**config.mk**
```make
export PLATFORM = sky130hd
export DESIGN_NAME = rotary_step_ctrl_flat
export DESIGN_NICKNAME = d
export VERILOG_FILES = /design/src/rtl/rotary_step_ctrl_if.sv /design/src/rtl/rotary_step_ctrl.sv /design/src/flat_wrapper.sv
export SDC_FILE = /design/constraint.sdc
export NUM_CORES = 1
export LEC_CHECK = 0
export BUFFER_PORTS_ARGS = -buffer_cell sky130_fd_sc_hd__buf_4
export CORE_UTILIZATION = 40
export CTS_CLUSTER_DIAMETER = 100
export DETAILED_ROUTE_END_ITERATION = 10
export GPL_ROUTABILITY_DRIVEN = 0
export PLACE_DENSITY_LB_ADDON = 0.1
export SLEW_MARGIN = 20
export SYNTH_ARGS = -nofsm -noshare
export SYNTH_HDL_FRONTEND = slang
export SYNTH_SLANG_ARGS = --single-unit
```
**constraint.sdc**
```tcl
create_clock -name clk_sys -period 5.4 [get_ports clk_sys]
set_input_delay 1.62 -clock clk_sys [delete_from_list [all_inputs] [get_ports clk_sys]]
set_output_delay 1.62 -clock clk_sys [all_outputs]
set_load 0.01 [all_outputs]
```
**src/rtl/rotary_step_ctrl_if.sv**
```systemverilog
// Rotary controller port bundle: button levels in, rotary position out.
// Latency: none (wires only).
// Backpressure: none; cw/ccw are levels and the outputs are always valid.
//   cw, ccw   : button request levels, active-high, synchronous to clk_sys
//   rotary    : one-hot position, bit[pos] set
//   pos       : binary position index
//   step      : one-cycle strobe per position change
//   step_dir  : direction of the last step (1 = ccw, 0 = cw)
interface rotary_step_ctrl_if #(
    parameter int POSITIONS = 12
);
    localparam int PW = (POSITIONS > 2) ? $clog2(POSITIONS) : 1;

    logic                 cw;
    logic                 ccw;
    logic [POSITIONS-1:0] rotary;
    logic [PW-1:0]        pos;
    logic                 step;
    logic                 step_dir;

    // master: button source (arcade_inputs side)
    modport master (
        output cw, ccw,
        input  rotary, pos, step, step_dir
    );

    // slave: the rotary controller itself
    modport slave (
        input  cw, ccw,
        output rotary, pos, step, step_dir
    );
endinterface

```
**src/rtl/rotary_step_ctrl.sv**
```systemverilog
// Rotary position controller: cw/ccw levels -> wrapping N-position rotary with hold-to-repeat.
// Latency: 1 cycle from a qualifying request to pos/rotary/step/step_dir.
// Backpressure: none; requests are levels, every step is a one-cycle strobe.
// Ports: clk_sys, reset (sync, active-high), io (rotary_step_ctrl_if.slave).
// Optional macro ROTARY_ACCEL_EN: after ACCEL_AFTER repeat steps the repeat
// period shrinks to REPEAT_CYC/4 until release or direction change.
module rotary_step_ctrl #(
    parameter int POSITIONS   = 12,
    parameter int RESET_POS   = 0,
    parameter int DELAY_CYC   = 21600000,
    parameter int REPEAT_CYC  = 4320000,
    parameter int ACCEL_AFTER = 8
) (
    input  logic               clk_sys,
    input  logic               reset,
    rotary_step_ctrl_if.slave  io
);
    localparam int PW   = (POSITIONS > 2) ? $clog2(POSITIONS) : 1;
    localparam int CMAX = (DELAY_CYC > REPEAT_CYC) ? DELAY_CYC : REPEAT_CYC;
    localparam int CW   = (CMAX > 2) ? $clog2(CMAX) : 1;

    localparam logic [CW-1:0]        DELAY_LOAD  = CW'(DELAY_CYC - 1);
    localparam logic [CW-1:0]        REPEAT_LOAD = CW'(REPEAT_CYC - 1);
    localparam logic [PW-1:0]        POS_MAX     = PW'(POSITIONS - 1);
    localparam logic [PW-1:0]        POS_RST     = PW'(RESET_POS);
    localparam logic [POSITIONS-1:0] ROT_RST     = {{(POSITIONS-1){1'b0}}, 1'b1} << RESET_POS;

`ifdef ROTARY_ACCEL_EN
    localparam int RCW = (ACCEL_AFTER > 1) ? $clog2(ACCEL_AFTER + 1) : 1;
    localparam logic [RCW-1:0] RC_SAT    = RCW'(ACCEL_AFTER);
    localparam logic [CW-1:0]  FAST_LOAD = ((REPEAT_CYC >> 2) > 0) ? CW'((REPEAT_CYC >> 2) - 1) : '0;
    logic [RCW-1:0] rc_q, rc_d, rc_inc;
`endif

    typedef enum logic [1:0] {ST_IDLE, ST_HOLD, ST_REPEAT} state_t;

    state_t               state_q, state_d;
    logic [CW-1:0]        cnt_q, cnt_d;
    logic                 held_dir_q, held_dir_d;
    logic [PW-1:0]        pos_q, pos_d;
    logic [POSITIONS-1:0] rotary_q, rotary_d;
    logic                 step_q, step_d;
    logic                 step_dir_q, step_dir_d;

    logic req;
    logic dir;
    logic do_step;

    // Both buttons pressed cancels out to "no request".
    assign req = io.cw ^ io.ccw;
    assign dir = io.ccw;

    always_comb begin
        state_d    = state_q;
        cnt_d      = cnt_q;
        held_dir_d = held_dir_q;
        do_step    = 1'b0;
`ifdef ROTARY_ACCEL_EN
        rc_d       = rc_q;
        rc_inc     = (rc_q == RC_SAT) ? rc_q : rc_q + RCW'(1);
`endif
        case (state_q)
            ST_IDLE: begin
`ifdef ROTARY_ACCEL_EN
                rc_d = '0;
`endif
                if (req) begin
                    do_step    = 1'b1;
                    cnt_d      = DELAY_LOAD;
                    held_dir_d = dir;
                    state_d    = ST_HOLD;
                end
            end
            ST_HOLD, ST_REPEAT: begin
                if (!req) begin
                    state_d = ST_IDLE;
`ifdef ROTARY_ACCEL_EN
                    rc_d    = '0;
`endif
                end else if (dir != held_dir_q) begin
                    // Reversal behaves like a fresh press in the new direction.
                    do_step    = 1'b1;
                    cnt_d      = DELAY_LOAD;
                    held_dir_d = dir;
                    state_d    = ST_HOLD;
`ifdef ROTARY_ACCEL_EN
                    rc_d       = '0;
`endif
                end else if (cnt_q == '0) begin
                    do_step = 1'b1;
                    state_d = ST_REPEAT;
                    cnt_d   = REPEAT_LOAD;
`ifdef ROTARY_ACCEL_EN
                    // Only repeat-state steps count towards acceleration; the
                    // reload already uses the updated count.
                    if (state_q == ST_REPEAT) begin
                        rc_d  = rc_inc;
                        cnt_d = (rc_inc == RC_SAT) ? FAST_LOAD : REPEAT_LOAD;
                    end
`endif
                end else begin
                    cnt_d = cnt_q - CW'(1);
                end
            end
            default: state_d = ST_IDLE;
        endcase
    end

    // Step datapath: dir is the stepping direction whenever do_step is set.
    always_comb begin
        pos_d      = pos_q;
        rotary_d   = rotary_q;
        step_d     = do_step;
        step_dir_d = step_dir_q;
        if (do_step) begin
            step_dir_d = dir;
            if (dir) begin
                pos_d    = (pos_q == POS_MAX) ? '0 : pos_q + PW'(1);
                rotary_d = {rotary_q[POSITIONS-2:0], rotary_q[POSITIONS-1]};
            end else begin
                pos_d    = (pos_q == '0) ? POS_MAX : pos_q - PW'(1);
                rotary_d = {rotary_q[0], rotary_q[POSITIONS-1:1]};
            end
        end
    end

    always_ff @(posedge clk_sys) begin
        if (reset) begin
            state_q    <= ST_IDLE;
            cnt_q      <= '0;
            held_dir_q <= 1'b0;
            pos_q      <= POS_RST;
            rotary_q   <= ROT_RST;
            step_q     <= 1'b0;
            step_dir_q <= 1'b0;
`ifdef ROTARY_ACCEL_EN
            rc_q       <= '0;
`endif
        end else begin
            state_q    <= state_d;
            cnt_q      <= cnt_d;
            held_dir_q <= held_dir_d;
            pos_q      <= pos_d;
            rotary_q   <= rotary_d;
            step_q     <= step_d;
            step_dir_q <= step_dir_d;
`ifdef ROTARY_ACCEL_EN
            rc_q       <= rc_d;
`endif
        end
    end

    assign io.pos      = pos_q;
    assign io.rotary   = rotary_q;
    assign io.step     = step_q;
    assign io.step_dir = step_dir_q;

endmodule

```
**src/flat_wrapper.sv**
```systemverilog
// flat-port wrapper written by rule: the top's interface ports become plain ports
module rotary_step_ctrl_flat 
#(
    parameter int POSITIONS   = 12,
    parameter int RESET_POS   = 0,
    parameter int DELAY_CYC   = 21600000,
    parameter int REPEAT_CYC  = 4320000,
    parameter int ACCEL_AFTER = 8
)
  (clk_sys, reset, io_cw, io_ccw, io_rotary, io_pos, io_step, io_step_dir);
  rotary_step_ctrl_if #(.POSITIONS(POSITIONS)) io_i ();
  input  logic clk_sys;
  input  logic reset;
  input wire logic [$bits(io_i.cw)-1:0] io_cw;
  input wire logic [$bits(io_i.ccw)-1:0] io_ccw;
  output wire logic [$bits(io_i.rotary)-1:0] io_rotary;
  output wire logic [$bits(io_i.pos)-1:0] io_pos;
  output wire logic [$bits(io_i.step)-1:0] io_step;
  output wire logic [$bits(io_i.step_dir)-1:0] io_step_dir;
  assign io_i.cw = io_cw;
  assign io_i.ccw = io_ccw;
  assign io_rotary = io_i.rotary;
  assign io_pos = io_i.pos;
  assign io_step = io_i.step;
  assign io_step_dir = io_i.step_dir;
  rotary_step_ctrl #(.POSITIONS(POSITIONS), .RESET_POS(RESET_POS), .DELAY_CYC(DELAY_CYC), .REPEAT_CYC(REPEAT_CYC), .ACCEL_AFTER(ACCEL_AFTER)) u_core (.clk_sys(clk_sys), .reset(reset), .io(io_i));
endmodule
```
==> results.json, run 1 <==
{
  "outcome": "completed",
  "grt_usage_pct": 19.0,
  "synth_flop_cell": "dfxtp_1",
  "syn_nets": 320,
  "ys_seq_area_share_pct": 35.7,
  "p_sw_uw": 368,
  "finClkSkew_ns": 0.00437,
  "syn_area_per_cell_um2": 8.31,
  "grt_pass1_vias": 2022,
  "final_design_area_no_fill_mm2": 0.00288,
  "slew_viol_final": 0,
  "cpMaxStageDelayCell": "a21oi_1",
  "p_int_uw": 676,
  "fp.coreArea_mm2": 0.00606,
  "syn_inst": 310,
  "insertion_delay_ns": 0.30,
  "portBuffers": 21,
  "synthTopCellsByArea": "dfxtp_1 36%, a21oi_1 6.8%, mux2i_1 4.7%, a211oi_1 4.1%, o21ai_0 3.3%",
  "path_buf_inv": 1,
  "dieHeight_um": 82.3,
  "maxCapViolCount": 0,
  "critPathTopFamily": "compound AO/OA/AOI/OAI gates",
  "antenna_found_initial": 0,
  "syn_to_final_growth_pct": 11.9,
  "worstPathArrival_ns": 3.79,
  "synth_most_common_cell": "dfxtp_1",
  "finalSetupTns_ns": 0,
  "die_area_mm2": 0.00677,
  "drt_iter0_markers": 138,
  "hpwlAfterDp_um": 3970,
  "grt_pass1_wl_um": 9940,
  "place_area_mm2": 0.00277,
  "vias": 2264,
  "drive_gt1_share_pct": 13.3,
  "dp.cells": 390,
  "yosysWarnings": 0,
  "synth_top_area_cell": "dfxtp_1",
  "cts_sinks": 46,
  "pwr-share-comb_pct": 32.6,
  "path_class": "input pin to flip-flop",
  "ys_async_sr_fraction_pct": 0,
  "cellPowerDensity_mw_per_mm2": 362,
  "worst_slew_pin_slew_ns": 0.926,
  "cts-root-buf": "clkbuf_8",
  "start_util_pct": 42.5,
  "wirelength_um": 5890,
  "seq_power_share_pct": 42.8,
  "p_clk_share_pct": 24.7,
  "synth_edf_count": 0,
  "cp-start-kind": "input pin",
  "ctsHoldBuffers": 0,
  "fin_nets": 332,
  "diodes": 0,
  "p_sw_share_pct": 35.3,
  "finalSetupViolations": 0,
  "cts_tree": "yes",
  "end_kind": "flip-flop",
  "place_ws_ns": 1.57,
  "hp-class": "flip-flop to flip-flop",
  "crit_fanout": 29,
  "fp-row-count": 28,
  "drt-vias-per-instance": 5.69,
  "crit_chain": "buf_4, xnor2_1, a21oi_1, nand3_1, or4_1, a31oi_1",
  "ctsLongestPathBuffers": 2,
  "min_period_ns": 3.55,
  "slew_headroom_pct": 38.2,
  "antenna_left": 0,
  "wire_per_inst_um": 14.8,
  "io_pins": 22,
  "cts_resized": 0,
  "peakVddDrop_mv": 0.170,
  "dr.pass1.iters": 4,
  "route.detailed.drc": 0,
  "die_x_um": 82.3,
  "cts_setup_buffers": 0,
  "synth_top_area_share_pct": 35.7,
  "timing.final.crit_share_pct": 65.8,
  "cts_buffers": 5,
  "syn-cell-area_mm2": 0.00258,
  "ys_types": 54,
  "fin_cells": 398,
  "p_leak_uw": 0.00110,
  "grt_max_degree": 45,
  "slowest_delay_ns": 0.76,
  "cp.required_ns": 5.63,
  "max_freq_ghz": 0.281,
  "yosys_register_bits": 46,
  "hold_viol": 0,
  "rsz0062_at_grt": "no",
  "grt_overflow": 0,
  "fin_worst_hold_slack_ns": 0.477,
  "clkTransAtPathRegs_ns": 0.09,
  "synth_common_cells": "46 x dfxtp_1, 35 x a21oi_1, 19 x nor2_1",
  "postLayoutSetupSlackWorst_ns": 1.85,
  "htree_num_levels": 2
}
-- worst min-delay path, stage by stage, from the launching register on --
cell and delay [ns]:
dfxtp_1 0.33, inv_1 0.05, o21ai_1 0.06
-- cells in the final DEF (no fill, tap or decap), types with 2 or more instances in the layout --
master and n:
or4_1 5, nor4_1 8, nor3_1 10, o31a_1 2
a21o_1 2, or2_2 4, a21oi_1 35, mux2i_1 12
dfxtp_1 46, a21boi_0 4, or3_1 6, buf_4 24
nand2_1 12, o31ai_1 3, xnor2_1 6, and3_1 3
clkbuf_8 5, inv_1 11, nand4_1 2, nand2b_1 6
o21ai_0 17, a211oi_1 14, xor2_1 8, o211ai_1 2
nor3b_1 2, or4_4 2, clkinv_2 2, a31oi_1 6
nand3_1 11, nor2_1 19, nor2b_1 5, ha_1 6
and2_1 2
-- per-layer routing --
metal / GRT usage [%] / share of wire (%) / vias up
li1: - / - / 1180
met1: 28.5 / 55 / 1052
met2: 27.4 / 41 / 26
met3: 3.85 / 3.1 / 6
met4: 4.74 / 1.0 / 0
met5: 0 / 0 / -
-- path summary, 6_finish.rpt --
check,from,endpoint,slack [ns],depth (start not counted)
worst max register to register,u_core.cnt_q[12]$_SDFFE_PP0P_,u_core.io.rotary[0]$_SDFFE_PP1P_,2.50,5
worst max-delay path,io_ccw,u_core.cnt_q[12]$_SDFFE_PP0P_,1.85,6
worst min-delay path,u_core.cnt_q[21]$_SDFFE_PP0P_,u_core.cnt_q[21]$_SDFFE_PP0P_,0.48,2
worst min register to register,u_core.cnt_q[21]$_SDFFE_PP0P_,u_core.cnt_q[21]$_SDFFE_PP0P_,0.48,2
-- cell families (layout without fill, tap and decap cells) --
| logic type | Yosys count | in the layout | synth area share (%) |
|---|---|---|---|
| fa+ha+maj | 6 | 6 | 2.91 |
| xor+xnor | 14 | 14 | 4.76 |
| simple gates | 103 | 103 | 22.2 |
| compound gates | 98 | 98 | 24.3 |
| mux | 13 | 13 | 5.54 |
| flops | 46 | 46 | 35.7 |
| buf+inv | 30 | 43 | 4.57 |
-- final cells by class --
type                            count  area (um2)
Fill cell                         625        3180
Timing Repair Buffer               24         180
Clock buffer                        5        68.8
Clock inverter                      3        40.0
Inverter                           11        41.3
Multi-Input combinational cell    234        1540
Sequential cell                    46         921
Tap cell                           75        93.8
-- metrics by stage --
step / util, % / power (uW)
floorplan: - / 687
global placement: 45.8 / 792
detailed placement: 45.8 / 792
CTS: 47.6 / 1050
global route: 47.6 / 1120
finish: 47.6 / 1040
-- power groups by stage --
| stage | combinational, uW | sequential, uW | clock, uW |
|---|---|---|---|
| floorplan | 236 | 451 | 0 |
| global placement | 338 | 454 | 0 |
| detailed placement | 339 | 454 | 0 |
| CTS | 340 | 446 | 264 |
| global route | 382 | 456 | 278 |
| finish | 340 | 447 | 258 |
-- state kept, by name, indices dropped and copies added (netlist names) --
signal              flops
u_core.cnt_q           25
u_core.io.rotary       12
u_core.io.pos           4
u_core.state_q          2
u_core.held_dir_q       1
u_core.io.step          1
u_core.io.step_dir      1
Note: power is estimated with default switching activity, not from simulation.
==> run 2, diff against run 1 <==
==> constraint.sdc (replaced) <==
create_clock -name clk_sys -period 3.31 [get_ports clk_sys]
set_input_delay 0.993 -clock clk_sys [delete_from_list [all_inputs] [get_ports clk_sys]]
set_output_delay 0.993 -clock clk_sys [all_outputs]
set_load 0.01 [all_outputs]
==> run 2 against run 1 <==
Worst setup slack worse by 1.2 ns. Register-to-register slack lost 1.8 ns. Clock power up 62%. Largest power group unchanged.
==> results.json, run 2 (synthesis gave the netlist of run 1 again) <==
{
  "outcome": "completed",
  "worstPathArrival_ns": 2.90,
  "top_register": "u_core.cnt_q",
  "power_uw": 1730,
  "slew_headroom_pct": 52.4,
  "fin_nets": 338,
  "portBuffers": 21,
  "cts_tree": "yes",
  "critPathTopFamily": "simple AND/OR/NAND/NOR gates",
  "drive_gt1_share_pct": 14.9,
  "finClkSkew_ns": 0.00397,
  "slew_viol_final": 0,
  "rsz0062_at_grt": "no",
  "die_x_um": 82.3,
  "largest_register_ffs": 25,
  "utilization_pct": 48.3,
  "io_pins": 22,
  "syn_to_final_growth_pct": 13.6,
  "fin_worst_hold_slack_ns": 0.481,
  "timing.final.crit_share_pct": 79.8,
  "cp-start-kind": "flip-flop",
  "antenna_found_initial": 0,
  "route.detailed.drc": 0,
  "cpMaxStageDelayCell": "nor4_1",
  "finalSetupTns_ns": 0,
  "die_area_mm2": 0.00677,
  "path_class": "flip-flop to flip-flop",
  "mostFrequentLayoutCell": "dfxtp_1",
  "critPathLaunch": "u_core.cnt_q[3]$_SDFFE_PP0P_",
  "clkTransAtPathRegs_ns": 0.09,
  "insertion_delay_ns": 0.30,
  "drt-vias-per-instance": 5.74,
  "dr.pass1.iters": 4,
  "crit_fanout": 11,
  "grt_pass1_vias": 1977,
  "rr_startpoint": "u_core.cnt_q[3]$_SDFFE_PP0P_",
  "grt_usage_pct": 19.7,
  "maxCapViolCount": 0,
  "place_area_mm2": 0.00282,
  "hpwlAfterDp_um": 4330,
  "htree_num_levels": 2,
  "final_cell_mix": "46 x dfxtp_1, 35 x a21oi_1, 30 x buf_4",
  "cts_buffers": 5,
  "crit_chain": "nor4_1, nand4_1, or4_1, o32ai_1, a31o_1",
  "cts-root-buf": "clkbuf_8",
  "worst_slew_pin_slew_ns": 0.707,
  "drt_iter0_markers": 167,
  "path_buf_inv": 0,
  "grt_overflow": 0,
  "grt_pass1_wl_um": 10100,
  "cts_setup_buffers": 0,
  "end_kind": "flip-flop",
  "diodes": 0,
  "ctsHoldBuffers": 0,
  "vias": 2317,
  "cp.required_ns": 3.56,
  "cts_resized": 0,
  "finalSetupViolations": 0,
  "fp.coreArea_mm2": 0.00606,
  "antenna_left": 0,
  "dieHeight_um": 82.3,
  "ctsLongestPathBuffers": 2,
  "max_freq_ghz": 0.378,
  "hold_viol": 0,
  "fp-row-count": 28,
  "slowest_delay_ns": 0.65,
  "cts_sinks": 46,
  "wirelength_um": 6230,
  "final_design_area_no_fill_mm2": 0.00293,
  "wire_per_inst_um": 15.4,
  "peakVddDrop_mv": 0.218,
  "min_period_ns": 2.64,
  "cellPowerDensity_mw_per_mm2": 591,
  "hp-class": "flip-flop to flip-flop",
  "start_util_pct": 42.5,
  "p_leak_uw": 0.00113,
  "holdCritStartpoint": "u_core.cnt_q[21]$_SDFFE_PP0P_",
  "grt_max_degree": 45
}
run 2: worst paths after layout:
path / to / slack (ns) / cells past startpoint
min: u_core.cnt_q[21]$_SDFFE_PP0P_ / 0.48 / 2
max: u_core.cnt_q[19]$_SDFFE_PP0P_ / 0.67 / 5
min reg2reg: u_core.cnt_q[21]$_SDFFE_PP0P_ / 0.48 / 2
max reg2reg: u_core.cnt_q[19]$_SDFFE_PP0P_ / 0.67 / 5
run 2: where the power goes:
| group | switching (uW) | internal, uW |
|---|---|---|
| Sequential | 94.0 | 637 |
| Combinational | 320 | 261 |
| Clock | 196 | 222 |
run 2: area by class of cell:
class,count,area (um2)
clock inverter,3,40.0
sequential,46,921
tap,75,93.8
fill,602,3130
clock buffer,5,68.8
timing repair buffer,30,225
multi-input combinational,234,1540
inverter,11,41.3
run 2: layer usage:
metal | vias up | GRT usage [%] | share of wire, %
met5 | - | 0 | 0
met1 | 1068 | 29.4 | 51
met3 | 10 | 4.07 | 5.0
li1 | 1188 | - | -
met4 | 0 | 7.72 | 1.8
met2 | 51 | 27.2 | 42
run 2: through the flow:
| stage | cells | setup slack [ns] |
|---|---|---|
| final | 404 | 0.667 |
| after global routing | 404 | 0.375 |
| after CTS | 404 | 0.700 |
| after detailed placement | 396 | 0.623 |
| after global placement | 396 | 0.630 |
| after floorplan | 310 | 0.627 |
run 2: tightest hold or removal path, stage by stage, from the launching register on:
cell	delay, ns
dfxtp_1	0.33
inv_1	0.05
o21ai_1	0.06
==> run 3, diff against run 2 <==
==> constraint.sdc (replaced) <==
create_clock -name clk_sys -period 2.35 [get_ports clk_sys]
set_input_delay 0.705 -clock clk_sys [delete_from_list [all_inputs] [get_ports clk_sys]]
set_output_delay 0.705 -clock clk_sys [all_outputs]
set_load 0.01 [all_outputs]
==> run 3 against run 2 <==
Sequential share of layout area is 1.8 points lower. Routed wire length is 2.7% higher. Final cell count is 5.0% higher. Die area stayed put. Critical path depth stayed put. Register-to-register slack worse by 0.61 ns. Worst hold slack better by 0.013 ns. Highest routed layer unchanged. Clock power is 42% higher. Combinational power is 53% higher. First-iteration DRC count is 7.2% higher. Sequential cell count stayed put.
==> results.json, run 3 (synthesis gave the netlist of run 1 again) <==
{
  "mostFrequentLayoutCell": "buf_4",
  "grt_pass1_wl_um": 11000,
  "top_register": "u_core.cnt_q",
  "end_kind": "flip-flop",
  "dp.cells": 415,
  "die_area_mm2": 0.00677,
  "timing.final.crit_share_pct": 97.4,
  "worstPathArrival_ns": 2.52,
  "fp-row-count": 28,
  "cp-start-kind": "flip-flop",
  "wirelength_um": 6400,
  "slew_viol_final": 0,
  "vias": 2385,
  "drt_iter0_markers": 179,
  "slew_headroom_pct": 65.2,
  "power_uw": 2520,
  "route.detailed.drc": 0,
  "grt_pass1_vias": 2266,
  "cts-root-buf": "clkbuf_8",
  "diodes": 0,
  "cp.required_ns": 2.58,
  "met2_usage_pct": 32.4,
  "cellPowerDensity_mw_per_mm2": 808,
  "cts_buffers": 5,
  "cpMaxStageDelayCell": "or4_4",
  "syn_to_final_growth_pct": 20.8,
  "grt-busiest-layer": "met2",
  "finClkSkew_ns": 0.00625,
  "io_pins": 22,
  "path_buf_inv": 0,
  "portBuffers": 21,
  "antenna_left": 0,
  "clkTransAtPathRegs_ns": 0.09,
  "fin_nets": 358,
  "grt_max_degree": 32,
  "die_x_um": 82.3,
  "wire_per_inst_um": 15.1,
  "cts_sinks": 46,
  "start_util_pct": 42.5,
  "worst_slew_pin_slew_ns": 0.517,
  "p_leak_uw": 0.00123,
  "crit_fanout": 6,
  "hpwlAfterDp_um": 4480,
  "fin_worst_hold_slack_ns": 0.494,
  "fp.coreArea_mm2": 0.00606,
  "dieHeight_um": 82.3,
  "outcome": "completed",
  "final_cell_mix": "49 x buf_4, 44 x dfxtp_1, 35 x a21oi_1",
  "critPathTopFamily": "simple AND/OR/NAND/NOR gates",
  "peakVddDrop_mv": 0.411,
  "rsz0062_at_grt": "yes",
  "largest_register_ffs": 25,
  "slowest_delay_ns": 0.54,
  "finalSetupTns_ns": 0,
  "grt.met3_usage_pct": 3.41,
  "path_class": "flip-flop to flip-flop",
  "max_freq_ghz": 0.437,
  "hold_viol": 0,
  "drive_gt1_share_pct": 20.9,
  "hp-class": "flip-flop to flip-flop",
  "antenna_found_initial": 0,
  "min_period_ns": 2.29,
  "dr.pass1.iters": 4,
  "finalSetupViolations": 0,
  "drt-vias-per-instance": 5.63,
  "grt_usage_pct": 21.3,
  "crit_chain": "or4_4, or4_4, o31a_1, or3_1, a21oi_1",
  "cts_tree": "yes",
  "maxCapViolCount": 0,
  "grt_overflow": 0,
  "htree_num_levels": 2,
  "crit_top_cell": "or4_4",
  "insertion_delay_ns": 0.30,
  "fin_cells": 424,
  "ctsLongestPathBuffers": 2,
  "grtUsageMet1_pct": 30.7
}
-- run 3: cell count changes in the layout (fill, tap and decap cells not counted), sizes merged --
cell,change
clkinvlp,+1
buf,+20
clkbuf,+1
clkinv,-2
-- run 3: metal layers --
layer | wire length [um] | vias to the layer above | share of wire [%]
met4 | 68 | 0 | 1.1
met5 | 0 | - | 0
met1 | 3250 | 1109 | 51
met2 | 2830 | 45 | 44
met3 | 251 | 7 | 3.9
li1 | - | 1224 | -
-- run 3: metrics by stage --
stage / instance area [um2] / setup slack (ns) / util (%)
final: 3110 / 0.0607 / 51.4
after global routing: 3110 / -0.00758 / 51.4
after CTS: 3100 / 0.0144 / 51.1
after detailed placement: 2980 / 0.0344 / 49.2
after global placement: 2980 / 0.0330 / 49.2
after floorplan: 2580 / 0.0860 / -
-- run 3: report_power, final --
part           switching [uW]  internal [uW]  leakage, uW  total (uW)
registers                 131            898     0.000380        1030
clock network             277            318    0.0000514         595
logic                     469            422     0.000803         891
total                     877           1640      0.00123        2520
-- run 3: worst paths after layout --
check,start,slack [ns],endpoint,cells past startpoint
setup / recovery,u_core.cnt_q[19]$_SDFFE_PP0P_,0.06,u_core.io.pos[2]$_SDFFE_PP0P_,5
hold / removal,u_core.io.step_dir$_SDFFE_PP0P_,0.49,u_core.io.step_dir$_SDFFE_PP0P_,2
setup reg to reg,u_core.cnt_q[19]$_SDFFE_PP0P_,0.06,u_core.io.pos[2]$_SDFFE_PP0P_,5
hold reg to reg,u_core.io.step_dir$_SDFFE_PP0P_,0.49,u_core.io.step_dir$_SDFFE_PP0P_,2
-- run 3: tightest hold or removal path, stage by stage, from the launching register on --
cell	delay (ns)
dfxtp_1	0.32
o21ai_0	0.07
a21oi_1	0.06
-- run 3: cell type report --
type / instances / area, um2
Clock buffer: 6 / 72.6
Clock inverter: 2 / 37.5
Fill cell: 584 / 2950
Inverter: 11 / 41.3
Multi-Input combinational cell: 234 / 1560
Sequential cell: 46 / 923
Tap cell: 75 / 93.8
Timing Repair Buffer: 50 / 388
-- run 3: timing repair --
action	CTS	global route
endpoints found under the setup margin	1	8
hold buffers	0	0
resized for setup	1	4
buffers inserted	0	1
gates cloned	0	0
pin swaps	0	1
